[config.mk]
export PLATFORM = sky130hd
export DESIGN_NAME = datagram_assembler
export DESIGN_NICKNAME = d
export VERILOG_FILES = /design/src/rtl/datagram_assembler.sv
export SDC_FILE = /design/constraint.sdc
export NUM_CORES = 1
export LEC_CHECK = 0
export CORE_MARGIN = 3
export CORE_UTILIZATION = 58
export CTS_CLUSTER_DIAMETER = 60
export DETAILED_ROUTE_END_ITERATION = 6
export PLACE_DENSITY = 0.93
export SETUP_SLACK_MARGIN = 0.1
export SYNTH_ARGS = -nofsm -noshare
export SYNTH_HDL_FRONTEND = slang
export SYNTH_SLANG_ARGS = --single-unit
export TNS_END_PERCENT = 10
[constraint.sdc]
create_clock -name clk -period 3.5 [get_ports clk]
set_clock_uncertainty 0.15 [all_clocks]
set_input_delay 0.875 -clock clk [delete_from_list [all_inputs] [get_ports clk]]
set_output_delay 0.875 -clock clk [all_outputs]
set_load 0.03 [all_outputs]
[src/rtl/datagram_assembler.sv]
// Receive-side frame assembler: hunts SYNC_BYTE, packs MSG_BYTES payload bytes into datagram, valid/ready out.
// Define DATAGRAM_CHECKSUM_EN to require a trailing XOR checksum byte after the payload.
module datagram_assembler #(
  parameter int unsigned MSG_BYTES      = 4,
  parameter logic [7:0]  SYNC_BYTE      = 8'hA5,
  parameter int unsigned TIMEOUT_CYCLES = 1_000_000
) (
  input  logic                   clk,
  input  logic                   rst,
  input  logic [7:0]             rx_data,
  input  logic                   rx_valid,
  output logic [MSG_BYTES*8-1:0] datagram,
  output logic                   dg_valid,
  input  logic                   dg_ready,
  output logic                   busy,
  output logic [7:0]             err_cnt
);

  localparam int unsigned MESSAGE_SIZE = MSG_BYTES * 8;
  localparam int unsigned IDX_W        = (MSG_BYTES > 1) ? $clog2(MSG_BYTES) : 1;
  localparam int unsigned TO_W         = $clog2(TIMEOUT_CYCLES + 1);
  localparam logic [IDX_W-1:0] LAST_IDX = IDX_W'(MSG_BYTES - 1);
  localparam logic [TO_W-1:0]  TO_LAST  = TO_W'(TIMEOUT_CYCLES - 1);

`ifdef DATAGRAM_CHECKSUM_EN
  typedef enum logic [1:0] {IDLE, PAYLOAD, CHECK} state_t;
`else
  typedef enum logic [1:0] {IDLE, PAYLOAD} state_t;
`endif

  state_t                  state;
  logic [IDX_W-1:0]        idx;
  logic [TO_W-1:0]         tcnt;
  logic [MESSAGE_SIZE-1:0] asm_q;
`ifdef DATAGRAM_CHECKSUM_EN
  logic [7:0]              csum;
  logic                    csum_bad_c;
`endif

  logic [MESSAGE_SIZE-1:0] shifted_c;
  logic [MESSAGE_SIZE-1:0] commit_data_c;
  logic                    timeout_c;
  logic                    commit_c;
  logic                    load_c;
  logic                    err_inc_c;

  // Frame events for this cycle; the timeout fires on the idle cycle that would make the count reach the limit
  always_comb begin
    shifted_c     = MESSAGE_SIZE'({asm_q, rx_data});
    timeout_c     = (state != IDLE) && !rx_valid && (tcnt == TO_LAST);
`ifdef DATAGRAM_CHECKSUM_EN
    commit_data_c = asm_q;
    commit_c      = (state == CHECK) && rx_valid && (rx_data == csum);
    csum_bad_c    = (state == CHECK) && rx_valid && (rx_data != csum);
`else
    commit_data_c = shifted_c;
    commit_c      = (state == PAYLOAD) && rx_valid && (idx == LAST_IDX);
`endif
    load_c        = commit_c && (!dg_valid || dg_ready);
    err_inc_c     = timeout_c || (commit_c && !load_c);
`ifdef DATAGRAM_CHECKSUM_EN
    err_inc_c     = err_inc_c || csum_bad_c;
`endif
  end

  always_ff @(posedge clk or negedge rst) begin
    if (!rst) begin
      state    <= IDLE;
      idx      <= '0;
      tcnt     <= '0;
      asm_q    <= '0;
      datagram <= '0;
      dg_valid <= 1'b0;
      busy     <= 1'b0;
      err_cnt  <= '0;
`ifdef DATAGRAM_CHECKSUM_EN
      csum     <= '0;
`endif
    end else begin
      // Output holding buffer: a commit refills it, otherwise an accept drains it
      if (load_c) begin
        datagram <= commit_data_c;
        dg_valid <= 1'b1;
      end else if (dg_ready) begin
        dg_valid <= 1'b0;
      end

      if (err_inc_c && (err_cnt != 8'hFF)) begin
        err_cnt <= err_cnt + 8'd1;
      end

      if (timeout_c) begin
        state <= IDLE;
        busy  <= 1'b0;
        tcnt  <= '0;
      end else begin
        case (state)
          IDLE: begin
            tcnt <= '0;
            if (rx_valid && (rx_data == SYNC_BYTE)) begin
              state <= PAYLOAD;
              busy  <= 1'b1;
              idx   <= '0;
`ifdef DATAGRAM_CHECKSUM_EN
              csum  <= '0;
`endif
            end
          end
          PAYLOAD: begin
            if (rx_valid) begin
              asm_q <= shifted_c;
              idx   <= idx + IDX_W'(1);
              tcnt  <= '0;
`ifdef DATAGRAM_CHECKSUM_EN
              csum  <= csum ^ rx_data;
              if (idx == LAST_IDX) begin
                state <= CHECK;
              end
`else
              if (idx == LAST_IDX) begin
                state <= IDLE;
                busy  <= 1'b0;
              end
`endif
            end else begin
              tcnt <= tcnt + TO_W'(1);
            end
          end
`ifdef DATAGRAM_CHECKSUM_EN
          CHECK: begin
            if (rx_valid) begin
              state <= IDLE;
              busy  <= 1'b0;
              tcnt  <= '0;
            end else begin
              tcnt <= tcnt + TO_W'(1);
            end
          end
`endif
          default: begin
            state <= IDLE;
            busy  <= 1'b0;
          end
        endcase
      end
    end
  end

endmodule
==> flow_summary_export.csv, run 1 <==
group,metric,value,unit
run_status,run_status,"finished, final reports clean",
die,floorplan.core_area,5991,µm²
synthesis,post_synth.cell_area_avg,13.01,µm²
power,powerDensity,497.6,nW/µm²
worst_hold_path,hold_path_class,"reg2reg",
placement,dp_hpwl,4.441,mm
die,num_io_pins,54,
timing,setup-tns-final,0,ns
setup_path,worstPathMaxFanout,8,
route,drc,0,
route,wl_per_cell,15.91,µm
die,start_util,60.82,%
timing,worst_slew_pin_slew,1.064,ns
finish,final_non_filler_cell_area,4449,µm²
clock_tree,cts_root_buffer,"sky130_fd_sc_hd__clkbuf_8",
synthesis,synth_common_cells,"sky130_fd_sc_hd__dfrtp_1, sky130_fd_sc_hd__mux2_2, sky130_fd_sc_hd__nor2_1, sky130_fd_sc_hd__nand2_1, sky130_fd_sc_hd__xnor2_1",
finish,finalNetCount,351,
setup_path,critical_path_arrival,1.58,ns
route,detail_route.first_pass.iterations,4,
grt,groute.usage.overall,19.82,%
setup_path,setup.worst_path.class,"reg2out",
timing,finalHoldViolations,0,
worst_hold_path,holdCritStartpoint,"datagram[21]",
synthesis,async_reset_ff_share,100.0,%
clock_tree,cts_sinks,88,
job,drv.max_cap_violation_count,0,
setup_path,timing.critical_path.cells,"clkdlybuf4s50_1",
synthesis,synthDistinctLibCells,32,
synthesis,ys_seq_area_share,60.44,%
synthesis,synth.cell_area,3643,µm²
setup_path,r2r-start,"tcnt[0]",
setup_path,wp_buf_inv,1,
timing,top_achievable_clock_speed,384.3,MHz
timing,drv_slew,0,
setup_path,crit_required,2.47,ns
clock_tree,post_cts_hold_buffer_count,0,
finish,antenna_cells_inserted,0,
setup_path,startpoint,"busy",
timing,setup_slack,0.8981,ns
power,max-vdd-ir-drop,275.9,µV
die,fp.dieArea,7269,µm²
setup_path,slowest_stage,"sky130_fd_sc_hd__clkdlybuf4s50_1",
clock_tree,cts_max_path_buffers,2,
synthesis,synth_top_area_share,60.44,%
placement,globalplace.congestion,0.7709,
setup_path,worst_path_largest_cell_delay,0.75,ns
clock_tree,htreeDepth,3,
route,drt.antenna.violating_nets,0,
clock_tree,cts.repair_timing.setup_buffer_count,0,
placement,port_buffers,53,
clock_tree,cts_made_buffers,9,
route,detail_route.vias_per_cell,5.613,
clock_tree,clkSlewWorstSetupHoldPaths,0.09,ns
timing,fin_crit,2.602,ns
placement,dp_slack,0.7012,ns
synthesis,synthesis.yosys.warnings,0,
grt,grt_antenna_before_repair,0,
finish,final_layout_size_suffix_gt1_share,23.17,%
synthesis,synth.ff_latch_count,88,
synthesis,synth_edf_count,0,
clock_tree,worst_skew_pair.late_latency,0.35,ns
synthesis,yosys.area.top_type,"sky130_fd_sc_hd__dfrtp_1",
timing,rsz0062_at_grt,"false",
timing,timing.slew.headroom,29.09,%
synthesis,ys_top_cells_by_area,"sky130_fd_sc_hd__dfrtp_1, sky130_fd_sc_hd__mux2_2, sky130_fd_sc_hd__xnor2_1",
clock_tree,postCtsResizedCells,0,
timing,timing.final.crit_share,74.34,%
grt,globalRoute.totalOverflow,0,
synthesis,post-synth-top-count-cell,"sky130_fd_sc_hd__dfrtp_1",
grt,first_global_vias,2361,
route,drt_iter0_drc,124,
route,routed-via-count,2335,
grt,grt_pass1_wl,11.27,mm
synthesis,synth.net_count,295,
setup_path,setup.worst_path.end_class,"primary output",
setup_path,cp-start-kind,"flip-flop",
synthesis,synth_flop_cell,"sky130_fd_sc_hd__dfrtp_1",
die,die_height,85.26,µm
die,rows,28,
synthesis,netlist_instances,280,
finish,utilization,74.27,%
finish,area_growth,22.12,%
setup_path,worst_path_dominant_cell_family,"buffers and inverters",
grt,grt_max_degree,89,
timing,finalSetupViolations,0,
route,wl,6.620,mm
placement,placedInstanceArea,4242,µm²
clock_tree,cts_tree,"built",
die,die_w,85.26,µm
power,static-leakage-power,0.002044,µW
[power by group]
| part | switching [µW] | internal [µW] | total [µW] |
|---|---|---|---|
| Combinational | 119 | 142 | 261 |
| Clock | 348 | 371 | 719 |
| Sequential | 90.3 | 1140 | 1230 |
| Total | 557 | 1660 | 2210 |
[routing by layer]
metal  vias up  GRT usage (%)  share of wire [%]
met2        53          32.13                 50
li1       1086              -                  -
met4         0          8.777                1.8
met5         -              0                  0
met3        11          4.466                5.0
met1      1185          25.62                 43
[worst paths after layout]
check / end / slack (ns) / cells after the start
max: busy / 0.90 / 1
min: datagram[21] / 0.34 / 1
max reg2reg: err_cnt[1] / 1.27 / 6
min reg2reg: datagram[21] / 0.34 / 1
max in group asynchronous: datagram[1] / 1.95 / 1
min in group asynchronous: datagram[24] / 0.54 / 1
[flip-flops by register name, summed over array words and instances, names as in the netlist]
signal,count
idx,2
dg_valid,1
busy,1
tcnt,20
err_cnt,8
datagram,32
asm_q,24
[placed cells by master (no fill, tap or decap), types with 2 or more instances in the layout]
master / count
sky130_fd_sc_hd__xor2_1: 7
sky130_fd_sc_hd__nor3_1: 5
sky130_fd_sc_hd__nand3_1: 12
sky130_fd_sc_hd__o21ai_0: 2
sky130_fd_sc_hd__clkbuf_8: 11
sky130_fd_sc_hd__and3_1: 4
sky130_fd_sc_hd__nand2_1: 15
sky130_fd_sc_hd__ha_1: 3
sky130_fd_sc_hd__xnor2_1: 13
sky130_fd_sc_hd__a21oi_1: 3
sky130_fd_sc_hd__dfrtp_1: 88
sky130_fd_sc_hd__inv_1: 5
sky130_fd_sc_hd__a31oi_1: 3
sky130_fd_sc_hd__clkdlybuf4s50_1: 52
sky130_fd_sc_hd__clkinv_4: 2
sky130_fd_sc_hd__nor2_1: 29
sky130_fd_sc_hd__o211ai_1: 2
sky130_fd_sc_hd__mux2_2: 55
sky130_fd_sc_hd__nand4_1: 6
sky130_fd_sc_hd__mux2_1: 4
sky130_fd_sc_hd__buf_4: 3
[stage by stage]
stage / hold slack [ns] / instances / total power (µW)
5_1_grt: 0.3695 / 416 / 2312
2_1_floorplan: 0.3051 / 280 / 1395
4_1_cts: 0.3470 / 416 / 2233
3_3_place_gp: 0.3189 / 400 / 1489
3_5_place_dp: 0.3349 / 400 / 1517
6_report: 0.3439 / 416 / 2214
[layout make-up]
class                   count  area, µm²
flip-flops and latches     88       2202
fillers                   382       1541
multi-input cells         177       1384
repair buffers             55      543.0
clock buffers              12      155.1
well taps                  75      93.84
clock inverters             4      52.55
inverters                   5      18.77
[cells by family after synthesis]
logic type	synth area share [%]
compound gates	2.163
xor+xnor	4.808
fa+ha+maj	1.030
buf+inv	1.648
flops	60.44
mux	18.23
simple gates	11.68
Power figures use the tool's default switching activity.
==> inputs of run 2 (changes only) <==
--- a/config.mk
+++ b/config.mk
@@ -6,10 +6,10 @@
 export NUM_CORES = 1
 export LEC_CHECK = 0
 export CORE_MARGIN = 3
-export CORE_UTILIZATION = 58
+export CORE_UTILIZATION = 54
 export CTS_CLUSTER_DIAMETER = 60
 export DETAILED_ROUTE_END_ITERATION = 6
-export PLACE_DENSITY = 0.93
+export PLACE_DENSITY = 0.88
 export SETUP_SLACK_MARGIN = 0.1
 export SYNTH_ARGS = -nofsm -noshare
 export SYNTH_HDL_FRONTEND = slang
==> constraint.sdc (replaced) <==
create_clock -name clk -period 2.6 [get_ports clk]
set_clock_uncertainty 0.15 [all_clocks]
set_input_delay 0.65 -clock clk [delete_from_list [all_inputs] [get_ports clk]]
set_output_delay 0.65 -clock clk [all_outputs]
set_load 0.03 [all_outputs]
==> run 2 against run 1 <==
Count of clock-buffer cells in the layout down 3. First-iteration DRC count fell by 34%. Worst hold slack worse by 0.29 ns. Worst setup slack got worse by 0.64 ns. Non-clock buffer count rose by 3. Via count fell by 1.8%. Largest power group unchanged.
==> flow_summary_export.csv, run 2 (synthesis results as in run 1) <==
group,metric,value,unit
grt,grt_antenna_before_repair,0,
clock_tree,clkSlewWorstSetupHoldPaths,0.09,ns
timing,finalSetupViolations,0,
timing,rsz0062_at_grt,"false",
placement,globalplace.congestion,0.8511,
clock_tree,cts_sinks,88,
clock_tree,post_cts_hold_buffer_count,0,
route,top_signal_layer_used,"met4",
route,routed-wl-met3,306,µm
power,max-vdd-ir-drop,298.9,µV
finish,largest_registers,"datagram: 32 flops, asm_q: 24 flops, tcnt: 20 flops",
power,p_total,2979,µW
setup_path,setup.worst_path.class,"reg2out",
grt,globalRoute.totalOverflow,0,
setup_path,worstPathMaxFanout,8,
route,drt.antenna.violating_nets,0,
die,num_io_pins,54,
setup_path,slowest_stage,"sky130_fd_sc_hd__clkdlybuf4s50_1",
setup_path,r2r-start,"tcnt[0]",
setup_path,critical_path.reg2reg.endpoint,"err_cnt[1]",
timing,drv_slew,0,
setup_path,reg2reg_depth,6,
clock_tree,cts_tree,"built",
finish,max_flop_register,"datagram",
timing,finalHoldViolations,0,
finish,area_growth,23.66,%
finish,final_layout_size_suffix_gt1_share,24.13,%
clock_tree,cts_made_buffers,9,
clock_tree,cts_root_buffer,"sky130_fd_sc_hd__clkbuf_8",
setup_path,setup.worst_path.end_class,"primary output",
finish,finalNetCount,354,
die,die_height,88.14,µm
clock_tree,cts.repair_timing.setup_buffer_count,0,
power,static-leakage-power,0.002065,µW
die,rows,29,
finish,fillerInstances,426,
finish,multiInputGateArea,1384,µm²
timing,worst_slew_pin_slew,0.4213,ns
die,floorplan.core_area,6459,µm²
timing,timing.slew.headroom,71.70,%
grt,groute.usage.overall,19.37,%
grt,first_global_vias,2415,
setup_path,worst_path_largest_cell_delay,0.71,ns
die,die_w,88.14,µm
finish,antenna_cells_inserted,0,
route,wirelength_met1,3.048,mm
power,powerDensity,661.2,nW/µm²
route,detail_route.first_pass.iterations,4,
setup_path,r2r_setup_slack,0.36,ns
clock_tree,htreeDepth,3,
worst_hold_path,hold_path_class,"in2async",
timing,timing.final.crit_share,89.92,%
finish,final_cell_mix,"sky130_fd_sc_hd__dfrtp_1, sky130_fd_sc_hd__mux2_2, sky130_fd_sc_hd__clkdlybuf4s50_1",
finish,final_cell_count_no_fill,421,
placement,port_buffers,53,
finish,layout.area.seq,2202,µm²
power,p_sw_share,26.34,%
setup_path,critical_path_arrival,1.54,ns
timing,fin_crit,2.338,ns
job,drv.max_cap_violation_count,0,
timing,setup-tns-final,0,ns
route,wl,6.731,mm
route,routed-via-count,2293,
finish,final_common_cell,"sky130_fd_sc_hd__dfrtp_1",
setup_path,timing.critical_path.cells,"clkdlybuf4s50_1",
die,fp.dieArea,7769,µm²
setup_path,crit_required,1.80,ns
grt,grt_max_degree,42,
power,share_comb_of_total_power,12.1,%
placement,dp_hpwl,4.760,mm
route,drc,0,
placement,place_inst,405,
route,met2_wirelength,3.250,mm
setup_path,worst_path_dominant_cell_family,"buffers and inverters",
die,start_util,56.41,%
clock_tree,postCtsResizedCells,0,
route,detail_route.vias_per_cell,5.447,
finish,largest_register_ffs,32,
grt,grt_pass1_wl,11.41,mm
power,switchingPower,784.8,µW
power,clock_power_share,32.2,%
route,wl_per_cell,15.99,µm
power,seqPwrFrac,55.7,%
clock_tree,cts_max_path_buffers,2,
timing,top_achievable_clock_speed,427.7,MHz
run_status,run_status,"finished, final reports clean",
power,cell_internal_pwr,2194,µW
route,drt_iter0_drc,82,
setup_path,cp-start-kind,"flip-flop",
setup_path,wp_buf_inv,1,
clock_tree,worst_skew_pair.late_latency,0.36,ns
==> run 2: changes by cell type in the layout (fill, tap and decap cells not counted), sizes merged <==
cell / previous run / this run
buf: 3 / 6
clkbuf: 12 / 9
inv: 5 / 8
clkinv: 3 / 2
clkinvlp: 0 / 1
==> run 2: cell type report <==
type | instances | area share [%]
Clock buffer | 9 | 2.749
Clock inverter | 7 | 1.722
Inverter | 5 | 0.4166
Multi-Input combinational cell | 177 | 30.71
Sequential cell | 88 | 48.88
Tap cell | 77 | 2.138
Timing Repair Buffer | 58 | 13.39
==> run 2: per-layer routing <==
layer,track usage [%],up-vias
met5,0,-
met4,7.280,0
met3,5.927,13
met2,31.58,51
met1,24.52,1137
li1,-,1092
==> run 2: how the worst max path moves through the flow <==
stage,depth (start not counted),to,start
final,1,busy,busy
after global routing,1,busy,busy
after CTS,1,busy,busy
after detailed placement,6,err_cnt[1],rx_valid
after global placement,6,err_cnt[1],rx_valid
after floorplan,6,err_cnt[1],tcnt[0]
==> run 2: stage by stage <==
step,setup WS [ns],utilization [%],instance area (µm²),hold WS (ns)
floorplan,0.5530,-,3643,0.2044
global placement,0.1428,66.64,4304,0.3213
detailed placement,0.09518,66.64,4304,0.3381
CTS,0.2478,69.76,4506,0.04952
global route,0.1874,69.76,4506,0.04872
finish,0.2621,69.76,4506,0.05033
==> run 2: power by group through the flow <==
stage	clock [µW]	combinational [µW]	sequential, µW
CTS	977	368	1660
detailed placement	0	367	1690
global placement	0	346	1670
finish	958	361	1660
floorplan	0	200	1680
global route	1040	398	1690
==> inputs of run 3 (changes only) <==
--- a/config.mk
+++ b/config.mk
@@ -5,7 +5,6 @@
 export SDC_FILE = /design/constraint.sdc
 export NUM_CORES = 1
 export LEC_CHECK = 0
-export CORE_MARGIN = 3
 export CORE_UTILIZATION = 54
 export CTS_CLUSTER_DIAMETER = 60
 export DETAILED_ROUTE_END_ITERATION = 6
==> run 3 against run 2 <==
The flow now finishes with violations (DRC). Via count rose by 1.4%. Combinational power barely moved. Critical path depth did not move. Clock power fell by 13%. Core utilization rose by 0.10 points. Highest routed layer unchanged.
==> flow_summary_export.csv, run 3 (synthesis results as in run 1) <==
group,metric,value,unit
clock_tree,cts.repair_timing.setup_buffer_count,0,
placement,globalplace.congestion,0.7742,
setup_path,setup.worst_path.end_class,"primary output",
die,die_w,84.14,µm
finish,largest_registers,"datagram: 32 flops, asm_q: 24 flops, tcnt: 20 flops",
grt,groute.usage.overall,20.57,%
grt,grt_max_degree,40,
setup_path,timing.critical_path.cells,"clkdlybuf4s50_1",
setup_path,worstPathMaxFanout,7,
power,max-vdd-ir-drop,271.0,µV
setup_path,worst_path_largest_cell_delay,0.71,ns
clock_tree,cts_root_buffer,"sky130_fd_sc_hd__clkbuf_8",
setup_path,setup.worst_path.class,"reg2out",
grt,grt_antenna_before_repair,0,
route,routed-via-count,2325,
route,wl,6.644,mm
die,num_io_pins,54,
finish,utilization,69.86,%
worst_hold_path,hold_path_class,"in2async",
timing,rsz0062_at_grt,"false",
finish,largest_register_ffs,32,
route,drt_iter0_drc,99,
setup_path,cp-start-kind,"flip-flop",
power,powerDensity,635.2,nW/µm²
setup_path,slowest_stage,"sky130_fd_sc_hd__clkdlybuf4s50_1",
timing,finalHoldViolations,0,
finish,antenna_cells_inserted,0,
clock_tree,cts_sinks,88,
run_status,violations,"DRC",
timing,timing.final.crit_share,89.09,%
finish,final_common_cell,"sky130_fd_sc_hd__dfrtp_1",
timing,timing.slew.headroom,70.00,%
finish,fillerInstances,461,
grt,globalRoute.totalOverflow,0,
clock_tree,htreeDepth,3,
finish,area_growth,23.15,%
clock_tree,cts_max_path_buffers,2,
die,die_height,84.14,µm
placement,port_buffers,53,
finish,max_flop_register,"datagram",
timing,worst_slew_pin_slew,0.4466,ns
route,wl_per_cell,15.74,µm
job,drv.max_cap_violation_count,0,
finish,finalNetCount,355,
route,detail_route.first_pass.iterations,6,
clock_tree,cts_made_buffers,9,
clock_tree,post_cts_hold_buffer_count,0,
grt,grt_pass1_wl,11.32,mm
power,static-leakage-power,0.002055,µW
finish,final_layout_size_suffix_gt1_share,23.77,%
die,start_util,56.73,%
clock_tree,worst_skew_pair.late_latency,0.35,ns
setup_path,crit_required,1.80,ns
finish,final_cell_mix,"sky130_fd_sc_hd__dfrtp_1, sky130_fd_sc_hd__mux2_2, sky130_fd_sc_hd__clkdlybuf4s50_1",
die,fp.dieArea,7080,µm²
clock_tree,clkSlewWorstSetupHoldPaths,0.08,ns
route,drc,10,
clock_tree,cts_tree,"built",
timing,finalSetupViolations,0,
clock_tree,postCtsResizedCells,0,
placement,dp_hpwl,4.688,mm
route,detail_route.vias_per_cell,5.509,
die,rows,29,
route,drt.antenna.violating_nets,0,
timing,setup-tns-final,0,ns
setup_path,worst_path_dominant_cell_family,"buffers and inverters",
grt,first_global_vias,2329,
die,floorplan.core_area,6422,µm²
setup_path,wp_buf_inv,1,
power,p_total,2850,µW
setup_path,critical_path_arrival,1.52,ns
timing,top_achievable_clock_speed,431.7,MHz
timing,fin_crit,2.316,ns
run_status,run_status,"finished with violations",
timing,drv_slew,0,
==> run 3: cell types whose count changed in the layout (fill, tap and decap cells not counted), sizes merged <==
cell,delta
clkbuf,+3
buf,+1
inv,-3
clkinv,+1
bufinv,-1
==> run 3: final timing paths <==
check	start	endpoint	slack, ns	cells after the start
max	err_cnt[2]	err_cnt[2]	0.28	1
min	rst	datagram[24]	0.05	1
max reg2reg	tcnt[0]	err_cnt[1]	0.36	6
min reg2reg	tcnt[0]	tcnt[0]	0.34	1
max in group asynchronous	rst	err_cnt[2]	1.61	2
min in group clk	tcnt[0]	tcnt[0]	0.34	1
==> run 3: cell type report <==
cell class                 instances  area (µm²)  area share (%)
tap                               77       96.34           2.147
timing repair buffer              59       610.6           13.61
inverter                           5       18.77          0.4183
sequential                        88        2202           49.08
multi-input combinational        177        1384           30.84
clock inverter                     4       30.03          0.6693
clock buffer                      12       145.1           3.235
==> run 3: worst reg2reg max path, stage by stage, from the launching register on <==
cell	delay [ns]
sky130_fd_sc_hd__dfrtp_1	0.39
sky130_fd_sc_hd__ha_1	0.21
sky130_fd_sc_hd__nand3_2	0.18
sky130_fd_sc_hd__nor4_4	0.34
sky130_fd_sc_hd__a41o_2	0.33
sky130_fd_sc_hd__o21a_2	0.21
sky130_fd_sc_hd__mux2_1	0.32
==> run 3: metal layers <==
layer | vias to the layer above | wire length (µm) | track usage [%] | part of all wire (%)
li1 | 1099 | - | - | -
met1 | 1167 | 3014 | 27.80 | 45
met2 | 50 | 3305 | 33.68 | 50
met3 | 9 | 255 | 4.621 | 3.8
met4 | 0 | 68 | 6.113 | 1.0
met5 | - | 0 | 0 | 0
==> run 3: where the power goes <==
group          total (µW)  leakage, µW  internal, µW  switching (µW)
logic                 360     0.000760           202             158
clock network         836    0.0000866           376             460
registers            1650      0.00121          1540             115
==> run 3: through the flow <==
| stage | std cells | setup slack [ns] | area, µm² | hold slack [ns] |
|---|---|---|---|---|
| floorplan | 280 | 0.5530 | 3643 | 0.2044 |
| global placement | 406 | 0.1294 | 4312 | 0.3233 |
| detailed placement | 406 | 0.07737 | 4312 | 0.3301 |
| CTS | 422 | 0.2674 | 4487 | 0.05354 |
| global route | 422 | 0.2118 | 4487 | 0.05535 |
| finish | 422 | 0.2837 | 4487 | 0.05200 |
